--- config.mk ---
export PLATFORM = sky130hd
export DESIGN_NAME = mem_port_arbiter
export DESIGN_NICKNAME = d
export VERILOG_FILES = /design/src/rtl/mem_port_arbiter.sv
export SDC_FILE = /design/constraint.sdc
export NUM_CORES = 1
export LEC_CHECK = 0
export ABC_AREA = 1
export CAP_MARGIN = 20
export CORE_ASPECT_RATIO = 0.9
export CORE_MARGIN = 2
export CORE_UTILIZATION = 35
export CTS_CLUSTER_DIAMETER = 50
export DETAILED_ROUTE_END_ITERATION = 7
export DONT_BUFFER_PORTS = 1
export GPL_TIMING_DRIVEN = 0
export PLACE_DENSITY = 0.55
export SETUP_SLACK_MARGIN = 0.1
export SLEW_MARGIN = 20
export SYNTH_ARGS = -nofsm -noshare
export SYNTH_HDL_FRONTEND = slang
export SYNTH_SLANG_ARGS = --single-unit
--- constraint.sdc ---
create_clock -name clk_50MHz -period 1.5 [get_ports clk_50MHz]
set_input_delay 0.075 -clock clk_50MHz [delete_from_list [all_inputs] [get_ports clk_50MHz]]
set_output_delay 0.075 -clock clk_50MHz [all_outputs]
set_load 0.02 [all_outputs]
--- src/rtl/mem_port_arbiter.sv ---
// Round-robin arbiter sharing one synchronous memory port between the core and the loader.
// Define ARB_CPU_PRIORITY_EN to replace round-robin with fixed cpu-first priority.
module mem_port_arbiter #(
   parameter int ADDR_W = 8,
   parameter int DATA_W = 16,
   parameter int RD_LAT = 1
) (
   input  logic              clk_50MHz,
   input  logic              reset_n,
   input  logic              cpu_req,
   input  logic              cpu_we,
   input  logic [ADDR_W-1:0] cpu_addr,
   input  logic [DATA_W-1:0] cpu_wdata,
   output logic              cpu_ack,
   output logic [DATA_W-1:0] cpu_rdata,
   input  logic              ldr_req,
   input  logic              ldr_we,
   input  logic [ADDR_W-1:0] ldr_addr,
   input  logic [DATA_W-1:0] ldr_wdata,
   output logic              ldr_ack,
   output logic [DATA_W-1:0] ldr_rdata,
   output logic [ADDR_W-1:0] mem_addr,
   output logic              mem_wren,
   output logic [DATA_W-1:0] mem_data,
   input  logic [DATA_W-1:0] mem_q,
   output logic              busy,
   output logic              owner
);

   // state  | meaning
   // IDLE   | no transaction; arbitrate on sampled requests
   // ACCESS | memory samples the registered port
   // WAIT   | read latency, RD_LAT cycles; q captured on the last one
   // DONE   | one-cycle ack to the owner
   typedef enum logic [1:0] {ST_IDLE, ST_ACCESS, ST_WAIT, ST_DONE} state_t;

   localparam int CNT_W = (RD_LAT > 1) ? $clog2(RD_LAT) : 1;

   state_t            state_q, state_d;
   logic [CNT_W-1:0]  cnt_q, cnt_d;
   logic [ADDR_W-1:0] mem_addr_q, mem_addr_d;
   logic              mem_wren_q, mem_wren_d;
   logic [DATA_W-1:0] mem_data_q, mem_data_d;
   logic              owner_q, owner_d;
   logic              last_ldr_q, last_ldr_d;
   logic              cpu_ack_q, cpu_ack_d;
   logic              ldr_ack_q, ldr_ack_d;
   logic [DATA_W-1:0] cpu_rdata_q, cpu_rdata_d;
   logic [DATA_W-1:0] ldr_rdata_q, ldr_rdata_d;
   logic              grant_ldr;
   logic              grant_any;

   always_comb begin
      grant_any = cpu_req | ldr_req;
`ifdef ARB_CPU_PRIORITY_EN
      grant_ldr = ldr_req & ~cpu_req;
`else
      grant_ldr = ldr_req & (~cpu_req | ~last_ldr_q);
`endif
   end

   always_comb begin
      state_d     = state_q;
      cnt_d       = cnt_q;
      mem_addr_d  = mem_addr_q;
      mem_wren_d  = 1'b0;
      mem_data_d  = mem_data_q;
      owner_d     = owner_q;
      last_ldr_d  = last_ldr_q;
      cpu_ack_d   = 1'b0;
      ldr_ack_d   = 1'b0;
      cpu_rdata_d = cpu_rdata_q;
      ldr_rdata_d = ldr_rdata_q;
      case (state_q)
         ST_IDLE: begin
            if (grant_any) begin
               state_d    = ST_ACCESS;
               owner_d    = grant_ldr;
               last_ldr_d = grant_ldr;
               mem_addr_d = grant_ldr ? ldr_addr  : cpu_addr;
               mem_wren_d = grant_ldr ? ldr_we    : cpu_we;
               mem_data_d = grant_ldr ? ldr_wdata : cpu_wdata;
            end
         end
         ST_ACCESS: begin
            if (mem_wren_q) begin
               state_d   = ST_DONE;
               cpu_ack_d = ~owner_q;
               ldr_ack_d = owner_q;
            end else begin
               state_d = ST_WAIT;
               cnt_d   = CNT_W'(RD_LAT - 1);
            end
         end
         ST_WAIT: begin
            if (cnt_q == '0) begin
               state_d   = ST_DONE;
               cpu_ack_d = ~owner_q;
               ldr_ack_d = owner_q;
               if (owner_q) ldr_rdata_d = mem_q;
               else         cpu_rdata_d = mem_q;
            end else begin
               cnt_d = cnt_q - CNT_W'(1);
            end
         end
         ST_DONE: state_d = ST_IDLE;
         default: state_d = ST_IDLE;
      endcase
   end

   always_ff @(posedge clk_50MHz or negedge reset_n) begin
      if (!reset_n) begin
         state_q     <= ST_IDLE;
         cnt_q       <= '0;
         mem_addr_q  <= '0;
         mem_wren_q  <= 1'b0;
         mem_data_q  <= '0;
         owner_q     <= 1'b0;
         last_ldr_q  <= 1'b1;   // cpu wins the first tie
         cpu_ack_q   <= 1'b0;
         ldr_ack_q   <= 1'b0;
         cpu_rdata_q <= '0;
         ldr_rdata_q <= '0;
      end else begin
         state_q     <= state_d;
         cnt_q       <= cnt_d;
         mem_addr_q  <= mem_addr_d;
         mem_wren_q  <= mem_wren_d;
         mem_data_q  <= mem_data_d;
         owner_q     <= owner_d;
         last_ldr_q  <= last_ldr_d;
         cpu_ack_q   <= cpu_ack_d;
         ldr_ack_q   <= ldr_ack_d;
         cpu_rdata_q <= cpu_rdata_d;
         ldr_rdata_q <= ldr_rdata_d;
      end
   end

   assign mem_addr  = mem_addr_q;
   assign mem_wren  = mem_wren_q;
   assign mem_data  = mem_data_q;
   assign owner     = owner_q;
   assign busy      = (state_q != ST_IDLE);
   assign cpu_ack   = cpu_ack_q;
   assign ldr_ack   = ldr_ack_q;
   assign cpu_rdata = cpu_rdata_q;
   assign ldr_rdata = ldr_rdata_q;

endmodule

# Yosys cells after proc, flatten, opt, wreduce, memory -nomap -nowiden
# Cells that the tools add are included.
[totals] out_inout_bits=61 register_bits=64 word_cells=51
[classes] reduce_logical=8 mux=18 bitwise_logic=7 n_eq_ne=6 n_addsub=1
[op_table] cell="$mux W16" count=1
[op_table] cell="$mux W1" count=10
[op_table] cell="$mux W8" count=1
[op_table] cell="$pmux W2 S4" count=1
[op_table] cell="$ne A2 B2 Y1 const B" count=3
[op_table] cell="$pmux W1 S2" count=3
[op_table] cell="$reduce_and A2 Y1" count=3
[op_table] cell="$reduce_and A3 Y1" count=2
[op_table] cell="$eq A2 B2 Y1 const B" count=2
[op_table] cell="$mux W2" count=2
[op_table] cell="$not A1 Y1" count=4
[op_table] cell="$reduce_bool A2 Y1" count=2
[op_table] cell="$eq A2 B1 Y1 const B" count=1
[op_table] cell="$logic_not A2 Y1" count=1
[op_table] cell="$or A1 B1 Y1" count=2
[op_table] cell="$and A1 B1 Y1" count=1
[op_table] cell="$sub A1 B1 Y1 const B" count=1

# Depth between registers and ports, before layout
[depth] word_depth=6 ltp_mapped=8 ltp_nobuf=7

# Least setup slack after synthesis
# Ideal clock, no wire load.
[synth_path] kind="register -> register" startpoint="register state_q[0]" endpoint="register mem_addr_q[0] (netlist: mem_addr[0])" path_stages_with_launch=9 arrival_time_ns=1.236 path_buffers=1 setup_slack_ns=0.146 cell_sequence="dfrtp_1 > inv_1 > ha_1 > inv_2 > nor2_8 > inv_4 > buf_6 > nand2_1 > nand2_1"
[synth_via] elab_chain_len=2
[synth_rtl] element="from (decl)" line="39" rtl="state_t state_q, state_d;"
[synth_rtl] element="from (signal assigned)" line="125" rtl="state_q <= state_d;"
[synth_rtl] element="$logic_not A2 Y1" line="74" rtl="case (state_q)"
[synth_rtl] element="$reduce_and A2 Y1 (no line)"
[synth_rtl] element="to (signal assigned)" line="127" rtl="mem_addr_q <= mem_addr_d;"
[synth_rtl] element="to (decl)" line="41" rtl="logic [ADDR_W-1:0] mem_addr_q, mem_addr_d;"
# Every way passes these cells.
# A chain may end at the register's enable or synchronous reset.

# Worst setup path in the final report
[layout_path] startpoint="register state_q[0]" endpoint="register mem_data_q[9] (netlist: mem_data[9])"
[layout_via] elab_chain_len=2
[layout_rtl] element="$logic_not A2 Y1" line="74"
[layout_rtl] element="$reduce_and A2 Y1 (no line)"
[layout_rtl] element="to (signal assigned)" line="129" rtl="mem_data_q <= mem_data_d;"
[layout_rtl] element="to (decl)" line="43" rtl="logic [DATA_W-1:0] mem_data_q, mem_data_d;"
# Every way passes these cells.

==> results.py <==
metrics = {
    "global_route": {
        "grt_max_degree": 64,
        "grt_pass1_wl_um": 13300,
        "grt.total_usage_pct": 18.5,
        "antenna_found_initial": 0,
        "grt_pass1_vias": 2781,
        "gr-total-overflow": 0,
    },
    "min_path": {
        "hp-class": "in -> async",
    },
    "worst_setup_path": {
        "crit_chain": "inv_2 -> ha_4 -> inv_6 -> nor2_8 -> inv_6 -> buf_8 -> nand2_1 -> nand2_1",
        "critPathRequiredTime_ns": 1.72,
        "r2r_end": "mem_data[9]$_DFFE_PN0P_",
        "start_kind": "flop",
        "worstPathMaxFanout": 10,
        "reg2reg_from": "state_q[0]$_DFFE_PN0P_",
        "slowest_stage": "dfrtp_1",
        "path_class": "reg -> reg",
        "critPathArrivalTime_ns": 1.61,
        "crit_path_end_kind": "flop",
        "rr_worst_depth": 8,
        "cpPeakStageDelay_ns": 0.41,
        "regToRegSetupSlack_ns": 0.12,
        "cp-startpoint": "state_q[0]$_DFFE_PN0P_",
    },
    "pwr": {
        "p_leak_nw": 2.19,
        "p_total_mw": 8.29,
        "ir_drop_v": 0.000775,
        "power_density_nw_per_um2": 2030,
    },
    "cts": {
        "clk_pin_slew_ns": 0.07,
        "cts_made_buffers": 9,
        "cts_root_buf": "clkbuf_8",
        "ctsHoldBuffers": 66,
        "clk_path_buf_depth": 2,
        "cts_tree": "built",
        "htreeDepth": 3,
        "cts.sinks": 63,
        "clk_latency_ns": 0.34,
    },
    "yosys": {
        "synth.ff_latch_count": 63,
        "syn-cell-area_sq_um": 2950,
        "synth_area_leader_cell": "dfrtp_1",
        "synth_common_cells": "nand2_1, inv_1, dfrtp_1, nand3_1, o21ai_0",
        "synth_area_per_cell_sq_um": 8.05,
        "syn_inst": 366,
        "synthFlopType": "dfrtp_1",
        "ys_seq_area_share_pct": 53.5,
        "ys_warn_count": 0,
        "synth_cell_types": 21,
        "synth_nets": 439,
        "ys_top_cells_by_area": "dfrtp_1, nand2_1, inv_1, nand3_1, o21ai_0",
        "netlist.area_leader.share_pct": 52.7,
        "synth_edf_count": 0,
        "synth.most_common_cell": "nand2_1",
        "synthArstFlopShare_pct": 100,
    },
    "place": {
        "port-buffer-count": 0,
        "placed_area_sq_um": 3070,
        "dpl.hpwl_um": 5130,
        "place.gp.congestion": 0.785,
        "pre_cts_slack_ns": -0.112,
    },
    "job": {
        "drv_cap": 0,
    },
    "detailed_routing": {
        "postRouteAntennaNets": 0,
        "via_count": 2664,
        "routed_wl_um": 8300,
        "vias_per_cell": 4.81,
        "firstDrtPassIters": 5,
        "drt_iter0_markers": 63,
        "drc": 0,
        "wl_per_cell_um": 15.0,
    },
    "final_layout": {
        "multi_input_area_sq_um": 986,
        "stdcell_area_sq_um": 4070,
        "fillers": 760,
        "antenna_cells": 0,
        "areaGrowthSynthToFinish_pct": 38.3,
        "nets": 523,
        "seq_area_sq_um": 1580,
        "drive_gt1_share_pct": 11.2,
    },
    "timing": {
        "relSlewSlack_pct": 79.5,
        "hold_violations": 63,
        "fin_crit_sh_pct": 92.1,
        "setup_viol": 0,
        "max_clock_freq_mhz": 724,
        "fin_skew_ns": 0.00966,
        "whs_ns": -0.578,
        "fin_crit_ns": 1.38,
        "rsz0062_at_grt": "yes",
        "maxSlewViolCount": 0,
        "worst_pin_slew_ns": 0.307,
        "finalWorstSetupSlack_ns": 0.118,
    },
    "floorplanning": {
        "die_x_um": 101,
        "design.core.area_sq_um": 8110,
        "ios": 131,
        "die_h_um": 91.0,
        "rows": 31,
        "dieArea_sq_um": 9170,
        "initial_core_util_pct": 36.3,
    },
    "run_status": {
        "failed_checks": "negative hold slack",
        "run_status": "complete, but fails checks",
    },
}
==> area by class of cell <==
class,instances,area share [%]
Buffer,17,3.56
Clock buffer,11,3.47
Clock inverter,5,2.00
Inverter,74,7.06
Multi-Input combinational cell,212,24.2
Sequential cell,63,38.7
Tap cell,99,3.04
Timing Repair Buffer,73,17.9
==> routing by layer <==
layer | wire, um | vias up | track usage (%)
li1 | - | 1276 | -
met1 | 3430 | 1270 | 21.6
met2 | 4150 | 97 | 30.7
met3 | 491 | 21 | 4.93
met4 | 240 | 0 | 10.3
met5 | 0 | - | 0
==> worst max-delay path: cells and delay by family, from the launching register on <==
kind	cells	cell delay, ns
AND/OR/NAND/NOR	3	0.30
flip-flops	1	0.41
buffers and inverters	4	0.38
adder cells (fa/ha/maj)	1	0.18
==> power by group <==
| part | total (mW) | internal [mW] | leakage, nW | switching (mW) |
|---|---|---|---|---|
| combinational | 2.45 | 1.07 | 1.31 | 1.38 |
| clock | 1.67 | 0.982 | 0.110 | 0.686 |
| sequential | 4.17 | 2.55 | 0.772 | 1.62 |
==> worst max-delay path by stage <==
stage,slack (ns),to,cells past startpoint
after CTS,0.12,cpu_rdata[9]$_DFFE_PN0P_,5
after floorplan,0.15,mem_addr[0]$_DFFE_PN0P_,8
final,0.12,mem_data[9]$_DFFE_PN0P_,8
after global placement,-0.02,ldr_rdata[11]$_DFFE_PN0P_,6
after global routing,0.05,mem_addr[7]$_DFFE_PN0P_,8
after detailed placement,-0.11,ldr_rdata[0]$_DFFE_PN0P_,5
==> through the flow <==
step	TNS, ns	cells	util, %	hold slack, ns
after detailed placement	-1.99	465	37.9	-0.219
final	0	554	50.3	-0.578
after CTS	0	548	49.1	-0.603
after global routing	0	554	50.3	-0.603
after floorplan	0	366	-	-0.221
after global placement	-0.211	465	37.9	-0.219
==> layout by cell type (no fill, tap or decap), drive strengths merged <==
cell type	instances
clkinv	2
buf	22
dfstp	1
nor3	2
o21ai	36
nor2	6
nand2	115
clkinvlp	1
dfrtp	62
a21oi	1
clkbuf	13
nand3	48
dlygate4sd3	66
bufinv	2
inv	74
ha	3
nand3b	1
==> kinds of logic after synthesis <==
family                   synth area share (%)
adder cells (fa/ha/maj)                  1.27
AND/OR/NAND/NOR                          25.3
AO/OA/AOI/OAI                            6.28
flip-flops                               53.5
buffers and inverters                    13.6
==> registers in the layout (all words and copies together) (netlist names), 2 cells and up <==
name and count:
mem_data 16, ldr_rdata 16, state_q 2, mem_addr 8, cpu_rdata 16
==> repair_timing <==
item                                    in CTS  in global routing
gates resized for setup                     11                 17
cloned                                       0                  1
pin swaps                                    2                  2
buffers inserted                             1                  5
endpoints found under the hold margin      120                 63
endpoints found under the setup margin      52                 52
No activity file was read; power rests on OpenSTA's default activity.
